## src/rtl/pc_gen.sv

```systemverilog
// Fetch program-counter generator for the RV64I front end. It provides a
// BOOT/RUN/HALT control FSM, prioritised trap/redirect handling, and cycle/instret counters.
module pc_gen #(
  parameter int unsigned           XLEN      = 64,
  parameter logic [XLEN-1:0]       RESET_VEC = 'h8000_0000,
  parameter int unsigned           CNT_W     = 64
) (
  input  logic             clk_i,
  input  logic             rst_ni,
  output logic             fetch_valid_o,
  input  logic             fetch_ready_i,
  output logic [XLEN-1:0]  pc_o,
  input  logic             redirect_valid_i,
  input  logic [XLEN-1:0]  redirect_target_i,
  input  logic             trap_valid_i,
  input  logic [XLEN-1:0]  trap_vector_i,
  input  logic             halt_i,
  input  logic             resume_i,
  input  logic             retire_i,
  output logic             misalign_o,
  output logic [1:0]       state_o,
  output logic [CNT_W-1:0] cycle_o,
  output logic [CNT_W-1:0] instret_o
);

  typedef enum logic [1:0] {
    BOOT = 2'd0,
    RUN  = 2'd1,
    HALT = 2'd2
  } state_e;

  state_e          state_q, state_d;
  logic [XLEN-1:0] pc_q, pc_d;
  logic            misalign_q, misalign_d;
  logic [CNT_W-1:0] cycle_q, instret_q;

  logic            fetch_fire;
  logic            target_aligned;
  logic [XLEN-1:0] trap_pc;

  assign fetch_fire     = (state_q == RUN) && fetch_ready_i;
  assign target_aligned = (redirect_target_i[1:0] == 2'b00);
  assign trap_pc        = trap_vector_i & ~XLEN'(3);

  always_comb begin
    // NOTE: every output of this block is defaulted first so no path leaves a latch.
    state_d    = state_q;
    pc_d       = pc_q;
    misalign_d = misalign_q;

    unique case (state_q)
      BOOT: state_d = RUN;  // requests are deliberately ignored for the boot edge
      RUN, HALT: begin
        if (trap_valid_i) begin
          pc_d       = trap_pc;
          state_d    = RUN;
          misalign_d = 1'b0;
        end else if (state_q == RUN && redirect_valid_i) begin
          if (target_aligned) begin
            pc_d = redirect_target_i;
          end else begin
            misalign_d = 1'b1;
            state_d    = HALT;
          end
        end else if (state_q == RUN && halt_i) begin
          // An accepted fetch this cycle does not advance pc when halting.
          state_d = HALT;
        end else if (fetch_fire) begin
          pc_d = pc_q + XLEN'(4);
        end else if (state_q == HALT && resume_i && !misalign_q) begin
          state_d = RUN;
        end
      end
      default: state_d = BOOT;
    endcase
  end

  // NOTE: sequential state uses non-blocking assignments so all registers update together.
  always_ff @(posedge clk_i or negedge rst_ni) begin
    if (!rst_ni) begin
      state_q    <= BOOT;
      pc_q       <= RESET_VEC;
      misalign_q <= 1'b0;
    end else begin
      state_q    <= state_d;
      pc_q       <= pc_d;
      misalign_q <= misalign_d;
    end
  end

  // Counters run independently of the FSM and wrap freely.
  always_ff @(posedge clk_i or negedge rst_ni) begin
    if (!rst_ni) begin
      cycle_q   <= '0;
      instret_q <= '0;
    end else begin
      cycle_q <= cycle_q + CNT_W'(1);
      if (retire_i) instret_q <= instret_q + CNT_W'(1);
    end
  end

  assign fetch_valid_o = (state_q == RUN);
  assign pc_o          = pc_q;
  assign misalign_o    = misalign_q;
  assign state_o       = state_q;
  assign cycle_o       = cycle_q;
  assign instret_o     = instret_q;

endmodule

```

## config.mk

```make
export PLATFORM = sky130hd
export DESIGN_NAME = pc_gen
export DESIGN_NICKNAME = d
export VERILOG_FILES = /design/src/rtl/pc_gen.sv
export SDC_FILE = /design/constraint.sdc
export NUM_CORES = 1
export LEC_CHECK = 0
export BUFFER_PORTS_ARGS = -buffer_cell sky130_fd_sc_hd__clkbuf_2
export CORE_MARGIN = 10
export CORE_UTILIZATION = 28
export DETAILED_ROUTE_END_ITERATION = 8
export PLACE_DENSITY = 0.52
export REMOVE_ABC_BUFFERS = 1
export SYNTH_ARGS = -nofsm -noshare
export SYNTH_HDL_FRONTEND = slang
export SYNTH_SLANG_ARGS = --single-unit
export TNS_END_PERCENT = 20
```

## constraint.sdc

```tcl
create_clock -name clk_i -period 5.01 [get_ports clk_i]
set_clock_uncertainty 0.05 [all_clocks]
set_input_delay 0.501 -clock clk_i [delete_from_list [all_inputs] [get_ports clk_i]]
set_output_delay 0.501 -clock clk_i [all_outputs]
set_load 0.01 [all_outputs]
```

After elaboration in Yosys (flattened, before gate mapping)
Index checks and enable logic that the tools add are counted.
Storage, ports and cells
  word-level logic and storage cells: 45
  bits in registers: 195
  bits of input ports: 136
Operators by class
  equality and inequality tests: 8
  add/subtract/negate cells: 3
  reductions and logical operators: 14
  muxes and demuxes: 15
Operators by type and width (count)
  2-to-1 mux 64 bit: 5
  adder 64 x 1 -> 64 bit (second input constant): 2
  adder 64 x 3 -> 64 bit (second input constant): 1
  2-to-1 mux 2 bit: 6
  inequality test 5 bit (second input constant): 2
  inequality test 3 bit (second input constant): 2
  AND reduction 3 bit: 2
  logical AND 1 bit: 5
  zero test 2 bit: 2
  inequality test 4 bit (second input constant): 1
  case mux 2 bit (2 select lines): 1
  AND reduction 4 bit: 1
  2-to-1 mux 1 bit: 3
  nonzero test 3 bit: 1
  equality test 2 x 1 -> 1 bit (second input constant): 1
  equality test 2 bit (second input constant): 1
  inequality test 2 bit (second input constant): 1
  nonzero test 2 bit: 1
  OR reduction 2 bit: 1
  zero test 1 bit: 1

Depth between registers and ports, before layout
Gate-level depths: netlist (run 1).
  depth after elaboration: 9
  gate-level depth with buffers: 10
  depth with buffers taken out: 8

Least setup slack after synthesis (run 1)
Ideal clock, no wire load.
  path type: register to register
  start: register state_q[1], in the netlist state_o[1]
  end: register pc_q[19], in the netlist pc_o[19]
  library setup time: 0.135 ns
  clock period less this slack: 2.354 ns
  data arrival time: 2.169 ns
  cell stages (with the launch flop): 8
  setup slack: 2.656 ns
  data required time: 4.825 ns
  cell sequence: dfrtp_1 -> inv_1 -> ha_1 -> nor4bb_1 -> o31ai_1 -> clkbuf_1 -> clkbuf_1 -> o22ai_1
Between the ends
  word-level cells in the longest chain between the ends: 4
RTL lines
  start: declaration: line 32  | state_e state_q, state_d;
  start signal: assignment: line 85  | state_q <= state_d;
  equality test 2 x 1 -> 1 bit *
  via fetch_valid_o: line 10  | output logic fetch_valid_o,
  logical AND 1 bit (on tied branches): line 58, 41, 65
  inequality test 3 bit (no line) (tied with other cells)
  AND reduction 4 bit (no line) or 2-to-1 mux 64 bit (tied branches)
  end signal: assignment: line 86  | pc_q <= pc_d;
  end: declaration: line 33  | logic [XLEN-1:0] pc_q, pc_d;
The timed path passes the listed nets; every way through them passes the cells marked *.
A chain may end at the register's enable or synchronous reset.

Worst setup path after layout (run 1)
  start: register state_q[1], in the netlist state_o[1]
  end: register pc_q[30], in the netlist pc_o[30]
Between the ends
  word-level cells in the longest chain between the ends: 4
RTL lines (line)
  equality test 2 x 1 -> 1 bit
  logical AND 1 bit (on tied branches): 58, 41, 65
  inequality test 3 bit (no line) (tied with other cells)
  AND reduction 4 bit (no line) or 2-to-1 mux 64 bit (tied branches)
Parallel ways exist; a longest one is shown, timed or not.

==> run metrics, run 1 <==
crit share post-route 69.1%; final setup fails 0; CP Data Arrival Time 3.73 ns; post-synthesis sequential area ratio 45.3%; peak supply drop 0.241 mV; worst reg2reg path depth 8; Final Hold Vio Count 0; Slew headroom 27.6%; Avg WL per Cell 19.7 µm; initial core utilization 28.5%; leak pwr 6.49 nW; PwrDens 411 nW/µm²; GR Layer Usage met1 21.1%; max-slew violations 0; chip width 216 µm; TritonCTS clock tree yes; DR iter-0 viols 606; Hold WS 0.139 ns; largest net degree at the start of global routing 107; Setup WS post-layout 1.55 ns; Root Driver clkbuf_16; worst r2r dst pc_o[30]; H-tree lvl count 4; clock tree buffer depth 2; reg2reg start state_o[1]; Clock Latency Late Sink 0.44 ns; DRC Markers 0; most used routing layer met2; Detailed Route WL 39500 µm; Die Area 46700 µm²; Post-synth EDFFs 0; leading cell type in the layout, fill and taps excluded clkbuf_2; GRT overflow 0; ys async rst share 100%; crit path max fanout 14; share of layout cells above drive strength 1 27.0%; Core ar. 37800 µm²; Reg2Reg Setup Slack 1.55 ns; total CTS buffers 17; FILL cells 3987; syn avg cell area 9.21 µm²; Via Count 10059; first-pass GRT wire length 60500 µm; minimum clock period 3.46 ns; post-route cell area 13600 µm²; actual slew at the worst max-slew pin 1.08 ns; Setup CP Type reg -> reg; initial antenna violation count 11; most frequent cells in the layout clkbuf_2, dfrtp_1, nand2_1; met3 global-route usage 5.65%; CP endpoint kind register; Tot Pwr 5.59 mW; dpl ws 1.61 ns; Max Cap Violations 0; unrepaired setup endpoints after global routing no; RD Place Congestion 0.820; yosys warns 0; Post-Synthesis Cells 1170; FF+latch count, synth 195; Post-DP HPWL 29700 µm; GRT Resource Usage Total 16.4%; worst hold path class in -> async; Nets 1619; placed instance area 13000 µm²; CTS clk-pin slew, worst paths 0.08 ns; placed cells 1968; Top FF cell, synth dfrtp_1; Layout Cells excl Fill 2004; Synth cell types 65; CTS hold repair buffers 0; crit path launch state_o[1]; port buffer count 329; Resized cells post-CTS 0; Setup TNS Final 0 ns; area grow syn2layout 26.1%; row cnt 71; status complete, no violations; Vert. Die Dim 216 µm; Critical Path RT 5.28 ns; met2 GRT Util 26.1%; vias in the first global route 9917; clk sinks 195; DRT Pass-1 Iters 4; startpoint types register; setup repair bufs after CTS 0; Max Fclk 289 MHz; fin util 35.9%; io pins 332; Vias/cell 5.02; ANT nets after route 0; post-synthesis cell area 10800 µm²
-- registers in the layout, summed over array words and instances (netlist names) --
register / count
pc_o: 64
state_o: 2
misalign_o: 1
instret_o: 64
cycle_o: 64
-- worst max-delay path by stage --
stage	slack (ns)	to
global route	1.21	pc_o[30]
floorplan	-0.61	pc_o[49]
detailed placement	1.61	pc_o[30]
global placement	1.71	pc_o[49]
CTS	1.54	pc_o[30]
finish	1.55	pc_o[30]
-- cell type report --
type	instances	area, µm²	area share (%)
well taps	511	639	4.70
inverters	24	90.1	0.663
multi-input cells	894	5590	41.1
clock inverters	14	173	1.27
clock buffers	17	425	3.13
repair buffers	344	1780	13.1
flip-flops and latches	195	4880	35.9
diodes	5	12.5	0.0921
-- cells by family (layout without fill, tap and decap cells) --
kind of cell    after synthesis  in the layout  synth area share [%]
compound gates              246            246                  14.1
other cells                   0              5                     0
fa+ha+maj                     7              7                 0.812
xor+xnor                    143            143                  11.6
mux                           3              3                 0.302
simple gates                495            495                  24.8
buf+inv                      81            399                  3.05
flops                       195            195                  45.3
-- critical path, cell delays in order (launching register included) --
cell,delay (ns)
dfrtp_1,0.44
inv_1,0.10
ha_1,0.24
nor4bb_1,0.69
o31a_2,0.50
buf_4,0.33
nand3_1,0.28
buf_4,0.32
o311ai_0,0.37
-- power breakdown --
| group | internal, mW | switching [mW] | leakage [nW] |
|---|---|---|---|
| combinational | 0.700 | 1.15 | 3.65 |
| clock | 0.752 | 0.694 | 0.279 |
| sequential | 1.86 | 0.441 | 2.56 |
-- per-layer routing --
metal	part of all wire, %	up-vias
li1	-	4857
met1	45	4921
met2	47	237
met3	7.0	32
met4	1.2	12
met5	0.22	-
-- synth_stat cells (3+ instances only) --
cell type,count,area (µm²)
a31oi_1,13,81.3
nor3_1,26,130
inv_1,24,90.1
a41oi_1,3,26.3
nor4_4,5,106
nand4_1,44,275
o311ai_0,3,26.3
nand2_1,129,484
or3_1,4,25.0
o22ai_1,12,75.1
o31a_1,10,87.6
o221ai_1,3,26.3
ha_1,7,87.6
o211ai_1,8,60.1
a21o_1,3,22.5
and2_1,14,87.6
nor3_4,3,48.8
nand3_1,91,455
a21oi_1,70,350
clkbuf_1,47,176
nor4_1,4,25.0
or4_1,4,30.0
xnor2_1,90,788
buf_2,5,25.0
and4_1,18,158
nor3_2,3,30.0
dfrtp_1,194,4850
o21ai_0,73,365
a221oi_1,9,78.8
and3_1,59,369
nand4_2,4,50.1
o31ai_1,3,22.5
a211oi_1,11,82.6
a2bb2oi_1,7,61.3
nor2_1,74,278
xor2_1,53,464
Power figures use the tool's default switching activity.
==> inputs of run 2 (changes only) <==
--- a/config.mk
+++ b/config.mk
@@ -9,7 +9,7 @@
 export CORE_MARGIN = 10
 export CORE_UTILIZATION = 28
 export DETAILED_ROUTE_END_ITERATION = 8
-export PLACE_DENSITY = 0.52
+export PLACE_DENSITY = 0.54
 export REMOVE_ABC_BUFFERS = 1
 export SYNTH_ARGS = -nofsm -noshare
 export SYNTH_HDL_FRONTEND = slang
==> constraint.sdc (replaced) <==
create_clock -name clk_i -period 2.9 [get_ports clk_i]
set_clock_uncertainty 0.05 [all_clocks]
set_input_delay 0.29 -clock clk_i [delete_from_list [all_inputs] [get_ports clk_i]]
set_output_delay 0.29 -clock clk_i [all_outputs]
set_load 0.01 [all_outputs]
==> run metrics, run 2 (same netlist as run 1, synthesis figures left out) <==
sw power 3.99 mW (+74%); leak pwr 6.66 nW (+2.6%); Root Driver clkbuf_16; GRT Resource Usage Total 17.1% (+0.65 points); initial core utilization 28.5% (unchanged); worst reg2reg path depth 7 (-1); most frequent cells in the layout clkbuf_2, dfrtp_1, nand2_1; Clock power frac 25.3% (-0.5 points); Pint 5.81 mW (+76%); Tot Pwr 9.79 mW (+75%); worst hold path class in -> reg; crit path max fanout 9 (-5); crit share post-route 87.8% (+19 points); Post-DP HPWL 31400 µm (+5.7%); Via Count 10353 (+2.9%); peak supply drop 0.404 mV (+68%); status complete, no violations; Slew headroom 52.0% (+24 points); clk sinks 195 (unchanged); row cnt 71 (unchanged); ANT nets after route 0 (unchanged); CP Data Arrival Time 2.88 ns (-0.85 ns); GRT overflow 0 (unchanged); Max Fclk 393 MHz (+36%); area grow syn2layout 28.4%; WP depth 7 (-1); CTS clk-pin slew, worst paths 0.08 ns (about the same); first-pass GRT wire length 63300 µm (+4.5%); setup repair bufs after CTS 0 (unchanged); fin util 36.6% (+0.66 points); power share of the sequential group 40.4% (-0.7 points); CP endpoint kind register; Clock Latency Late Sink 0.45 ns (about the same); Crit-path slowest cell or4_1; Core ar. 37800 µm² (unchanged); PwrDens 708 nW/µm² (+72%); WP buf/inv 1 (-2); Critical Path RT 3.24 ns (-2.04 ns); Detailed Route WL 40600 µm (+2.8%); H-tree lvl count 4 (unchanged); total CTS buffers 17 (unchanged); max-slew violations 0 (unchanged); Final Hold Vio Count 0 (unchanged); TritonCTS clock tree yes; io pins 332 (unchanged); final setup fails 0 (unchanged); actual slew at the worst max-slew pin 0.714 ns (-0.368 ns); Vert. Die Dim 216 µm (unchanged); leading cell type in the layout, fill and taps excluded clkbuf_2; Setup CP Type reg -> reg; DRT Pass-1 Iters 5 (+1); Nets 1649 (+1.9%); largest net degree at the start of global routing 56 (-48%); hold path cells 3; DR iter-0 viols 671 (+11%); Vias/cell 5.09 (+1.5%); vias in the first global route 10443 (+5.3%); initial antenna violation count 3 (-8); clock tree buffer depth 2 (unchanged); RD Place Congestion 0.830 (+1.3%); DRC Markers 0 (unchanged); slowest cell delay on critical path 0.57 ns (-0.12 ns); Layout Cells excl Fill 2032 (+1.4%); chip width 216 µm (unchanged); startpoint types register; Avg WL per Cell 20.0 µm (+1.4%); unrepaired setup endpoints after global routing no; switching part of the total 40.7% (-0.15 points); worst path cell trace inv_1, ha_1, nor4bb_1, o31a_2, nand3_1, or4_1, nand3_1; Max Cap Violations 0 (unchanged); Comb pwr share 34.3% (+1.2 points); port buffer count 329 (unchanged); Hold WS 0.0406 ns (-0.0982 ns); Setup TNS Final 0 ns (unchanged); Die Area 46700 µm² (unchanged); placed cells 1994 (+1.3%); FILL cells 3989 (+0.050%); top cell family by delay on the critical path simple AND/OR/NAND/NOR gates; minimum clock period 2.55 ns (-0.916 ns); Crit path top cell by count nand3_1; share of layout cells above drive strength 1 28.2% (+1.2 points)
run 2: cell types whose count changed in the layout (fill, tap and decap cells not counted), sizes merged:
| cell | previous run | this run |
|---|---|---|
| clkinvlp | 4 | 1 |
| diode | 5 | 2 |
| buf | 16 | 42 |
| inv | 29 | 33 |
| dlygate4sd3 | 0 | 4 |
run 2: repair_timing:
item / in CTS / in global routing
hold buffers: 4 / 0
setup endpoints to repair: 0 / 0
resized for setup: 0 / 0
endpoints found under the hold margin: 55 / 0
run 2: metrics by stage:
stage	instance area (µm²)	worst slack, ns
after detailed placement	13200	0.337
after global routing	13800	0.108
after CTS	13800	0.346
after global placement	13200	0.345
final	13800	0.355
after floorplan	10500	-2.72
run 2: power by group through the flow:
stage	logic (mW)	registers, mW	clock network, mW
final	3.36	3.96	2.48
after global routing	3.70	4.07	2.69
after CTS	3.40	3.95	2.58
after detailed placement	3.39	4.00	0
after global placement	3.36	3.98	0
after floorplan	1.57	4.05	0
run 2: routing by layer:
| layer | vias up | track usage (%) | part of all wire [%] |
|---|---|---|---|
| met2 | 326 | 27.4 | 47 |
| met1 | 5090 | 21.8 | 44 |
| met3 | 41 | 4.99 | 6.8 |
| met5 | - | 0 | 0.032 |
| met4 | 2 | 4.89 | 1.8 |
| li1 | 4894 | - | - |
run 2: layout make-up:
type / instances / area [µm²] / area share (%)
diodes: 2 / 5.00 / 0.0362
clock buffers: 17 / 425 / 3.07
clock inverters: 15 / 170 / 1.23
inverters: 24 / 90.1 / 0.651
multi-input cells: 894 / 5590 / 40.4
flip-flops and latches: 195 / 4880 / 35.3
well taps: 511 / 639 / 4.62
repair buffers: 374 / 2040 / 14.8
run 2: path summary, 6_finish.rpt:
kind / from / to / slack, ns
min: redirect_target_i[42] / pc_o[42] / 0.04
min reg2reg: cycle_o[63] / cycle_o[63] / 0.43
max in group asynchronous: rst_ni / instret_o[10] / 1.63
max: state_o[1] / pc_o[46] / 0.35
max reg2reg: state_o[1] / pc_o[46] / 0.35
min in group asynchronous: rst_ni / instret_o[55] / 0.32
run 2: worst reg2reg max path: cells and delay by family (launching register included):
kind                       cells  cell delay [ns]
AOI/OAI and AO/OA              1             0.25
adders and majority gates      1             0.24
buffers and inverters          1             0.10
DFF                            1             0.43
and+or+nand+nor                4             1.42
==> inputs of run 3 (changes only) <==
--- a/config.mk
+++ b/config.mk
@@ -6,10 +6,10 @@
 export NUM_CORES = 1
 export LEC_CHECK = 0
 export BUFFER_PORTS_ARGS = -buffer_cell sky130_fd_sc_hd__clkbuf_2
-export CORE_MARGIN = 10
-export CORE_UTILIZATION = 28
+export CORE_MARGIN = 8
+export CORE_UTILIZATION = 47
 export DETAILED_ROUTE_END_ITERATION = 8
-export PLACE_DENSITY = 0.54
+export PLACE_DENSITY = 0.8
 export REMOVE_ABC_BUFFERS = 1
 export SYNTH_ARGS = -nofsm -noshare
 export SYNTH_HDL_FRONTEND = slang
==> run metrics, run 3 (same netlist as run 1, synthesis figures left out) <==
status complete, no violations; Clock power frac 26.1% (+0.8 points); Comb pwr share 32.7% (-1.6 points); max-slew violations 0 (unchanged); Pint 5.73 mW (-1.3%); Slew headroom 56.5% (+4.5 points); leading cell type in the layout, fill and taps excluded clkbuf_2; row cnt 55 (-23%); H-tree lvl count 4 (unchanged); port buffer count 329 (unchanged); Setup WS post-layout 0.330 ns (-0.0247 ns); Layout Cells excl Fill 1794 (-12%); Critical Path RT 3.14 ns (-0.10 ns); vias in the first global route 10286 (-1.5%); unrepaired setup endpoints after global routing no; worst reg2reg path depth 9 (+2); setup repair bufs after CTS 0 (unchanged); Max Fclk 389 MHz (-0.96%); area grow syn2layout 25.4%; CTS clk-pin slew, worst paths 0.08 ns (about the same); DRC Markers 0 (unchanged); first-pass GRT wire length 54700 µm (-14%); crit path max fanout 37 (+28); placed cells 1759 (-12%); TritonCTS clock tree yes; Clock Latency Late Sink 0.43 ns (-0.02 ns); Max Cap Violations 0 (unchanged); actual slew at the worst max-slew pin 0.652 ns (-0.0623 ns); minimum clock period 2.57 ns (+0.0247 ns); io pins 332 (unchanged); chip width 167 µm (-23%); peak supply drop 0.637 mV (+58%); crit share post-route 88.6% (+0.85 points); Final Hold Vio Count 0 (unchanged); Reg2Reg Setup Slack 0.33 ns (-0.02 ns); worst r2r dst pc_o[36]; Vias/cell 5.83 (+14%); initial antenna violation count 2 (-1); CP Data Arrival Time 2.81 ns (-0.07 ns); leak pwr 6.62 nW (-0.56%); worst hold endpoint pc_o[63]; Avg WL per Cell 18.9 µm (-5.5%); DR iter-0 viols 842 (+25%); Root Driver clkbuf_16; Tot Pwr 9.61 mW (-1.8%); switching part of the total 40.4% (-0.29 points); CP endpoint kind register; most frequent cells in the layout clkbuf_2, dfrtp_1, nand2_1; Post-DP HPWL 25300 µm (-19%); clock tree buffer depth 2 (unchanged); fin util 59.9% (+23 points); Setup TNS Final 0 ns (unchanged); ANT nets after route 0 (unchanged); post-route cell area 13500 µm² (-2.3%); final setup fails 0 (unchanged); total CTS buffers 17 (unchanged); sw power 3.89 mW (-2.5%); Nets 1637 (-0.73%); Setup CP Type reg -> reg; Detailed Route WL 33900 µm (-17%); RD Place Congestion 0.883 (+6.3%); GRT overflow 0 (unchanged); DRT Pass-1 Iters 5 (unchanged); worst hold path class in -> reg; GRT Resource Usage Total 23.7% (+6.6 points); Vert. Die Dim 167 µm (-23%); placed instance area 12900 µm² (-2.5%); Hold WS 0.0251 ns (-0.0155 ns); Core ar. 22600 µm² (-40%); Worst Hold Launch redirect_target_i[63]; reg2reg start state_o[1]; startpoint types register; dpl ws 0.260 ns (-0.0769 ns); power share of the sequential group 41.2% (+0.8 points); initial core utilization 47.8% (+19 points); share of layout cells above drive strength 1 27.9% (-0.31 points); clk sinks 195 (unchanged); Via Count 10454 (+0.98%); largest net degree at the start of global routing 86 (+54%); PwrDens 711 nW/µm² (+0.50%); hold path cells 3 (unchanged); Die Area 28000 µm² (-40%)
run 3: cell count changes in the layout (fill, tap and decap cells not counted), moves of 2 or more:
cell,delta
buf_12,+2
buf_4,-11
clkinv_8,+5
dlygate4sd3_1,-3
inv_6,-5
inv_8,+2
run 3: cell type report:
| cell class | count | area (µm²) |
|---|---|---|
| Antenna cell | 2 | 5.00 |
| Clock buffer | 17 | 425 |
| Clock inverter | 15 | 204 |
| Fill cell | 1928 | 9050 |
| Inverter | 24 | 90.1 |
| Multi-Input combinational cell | 894 | 5590 |
| Sequential cell | 195 | 4880 |
| Tap cell | 285 | 357 |
| Timing Repair Buffer | 362 | 1970 |
run 3: worst max-delay path by stage:
stage	start	endpoint	slack [ns]	depth (start not counted)
after floorplan	state_o[1]	pc_o[49]	-2.72	6
after global placement	state_o[1]	pc_o[43]	0.33	9
after detailed placement	state_o[1]	pc_o[42]	0.26	9
after CTS	state_o[1]	pc_o[42]	0.22	9
after global routing	state_o[1]	pc_o[49]	0.14	10
final	state_o[1]	pc_o[36]	0.33	9
run 3: what timing repair did:
action | 4_1_cts | 5_1_grt
hold endpoints to repair | 72 | 0
hold buffers | 1 | 0
endpoints found under the setup margin | 0 | 5
resized for setup | 0 | 1
run 3: power by group through the flow:
| stage | Combinational, mW | Clock, mW | Sequential, mW |
|---|---|---|---|
| after floorplan | 1.57 | 0 | 4.05 |
| after global placement | 3.07 | 0 | 3.95 |
| after detailed placement | 3.14 | 0 | 3.98 |
| after CTS | 3.15 | 2.56 | 3.93 |
| after global routing | 3.46 | 2.66 | 4.05 |
| final | 3.14 | 2.51 | 3.96 |
run 3: per-layer routing:
layer | GRT usage, % | vias to the layer above | routed length [µm]
li1 | - | 4869 | -
met4 | 8.19 | 0 | 969
met2 | 37.5 | 413 | 15800
met1 | 30.2 | 5110 | 14300
met3 | 7.29 | 62 | 2820
met5 | 0 | - | 0
run 3: worst max-delay path, stage by stage (launching register included):
cell,delay [ns]
dfrtp_1,0.44
inv_1,0.10
ha_1,0.25
nor4bb_1,0.31
buf_4,0.18
o31a_2,0.21
buf_4,0.41
o211ai_1,0.20
o21ai_0,0.11
o311ai_0,0.14
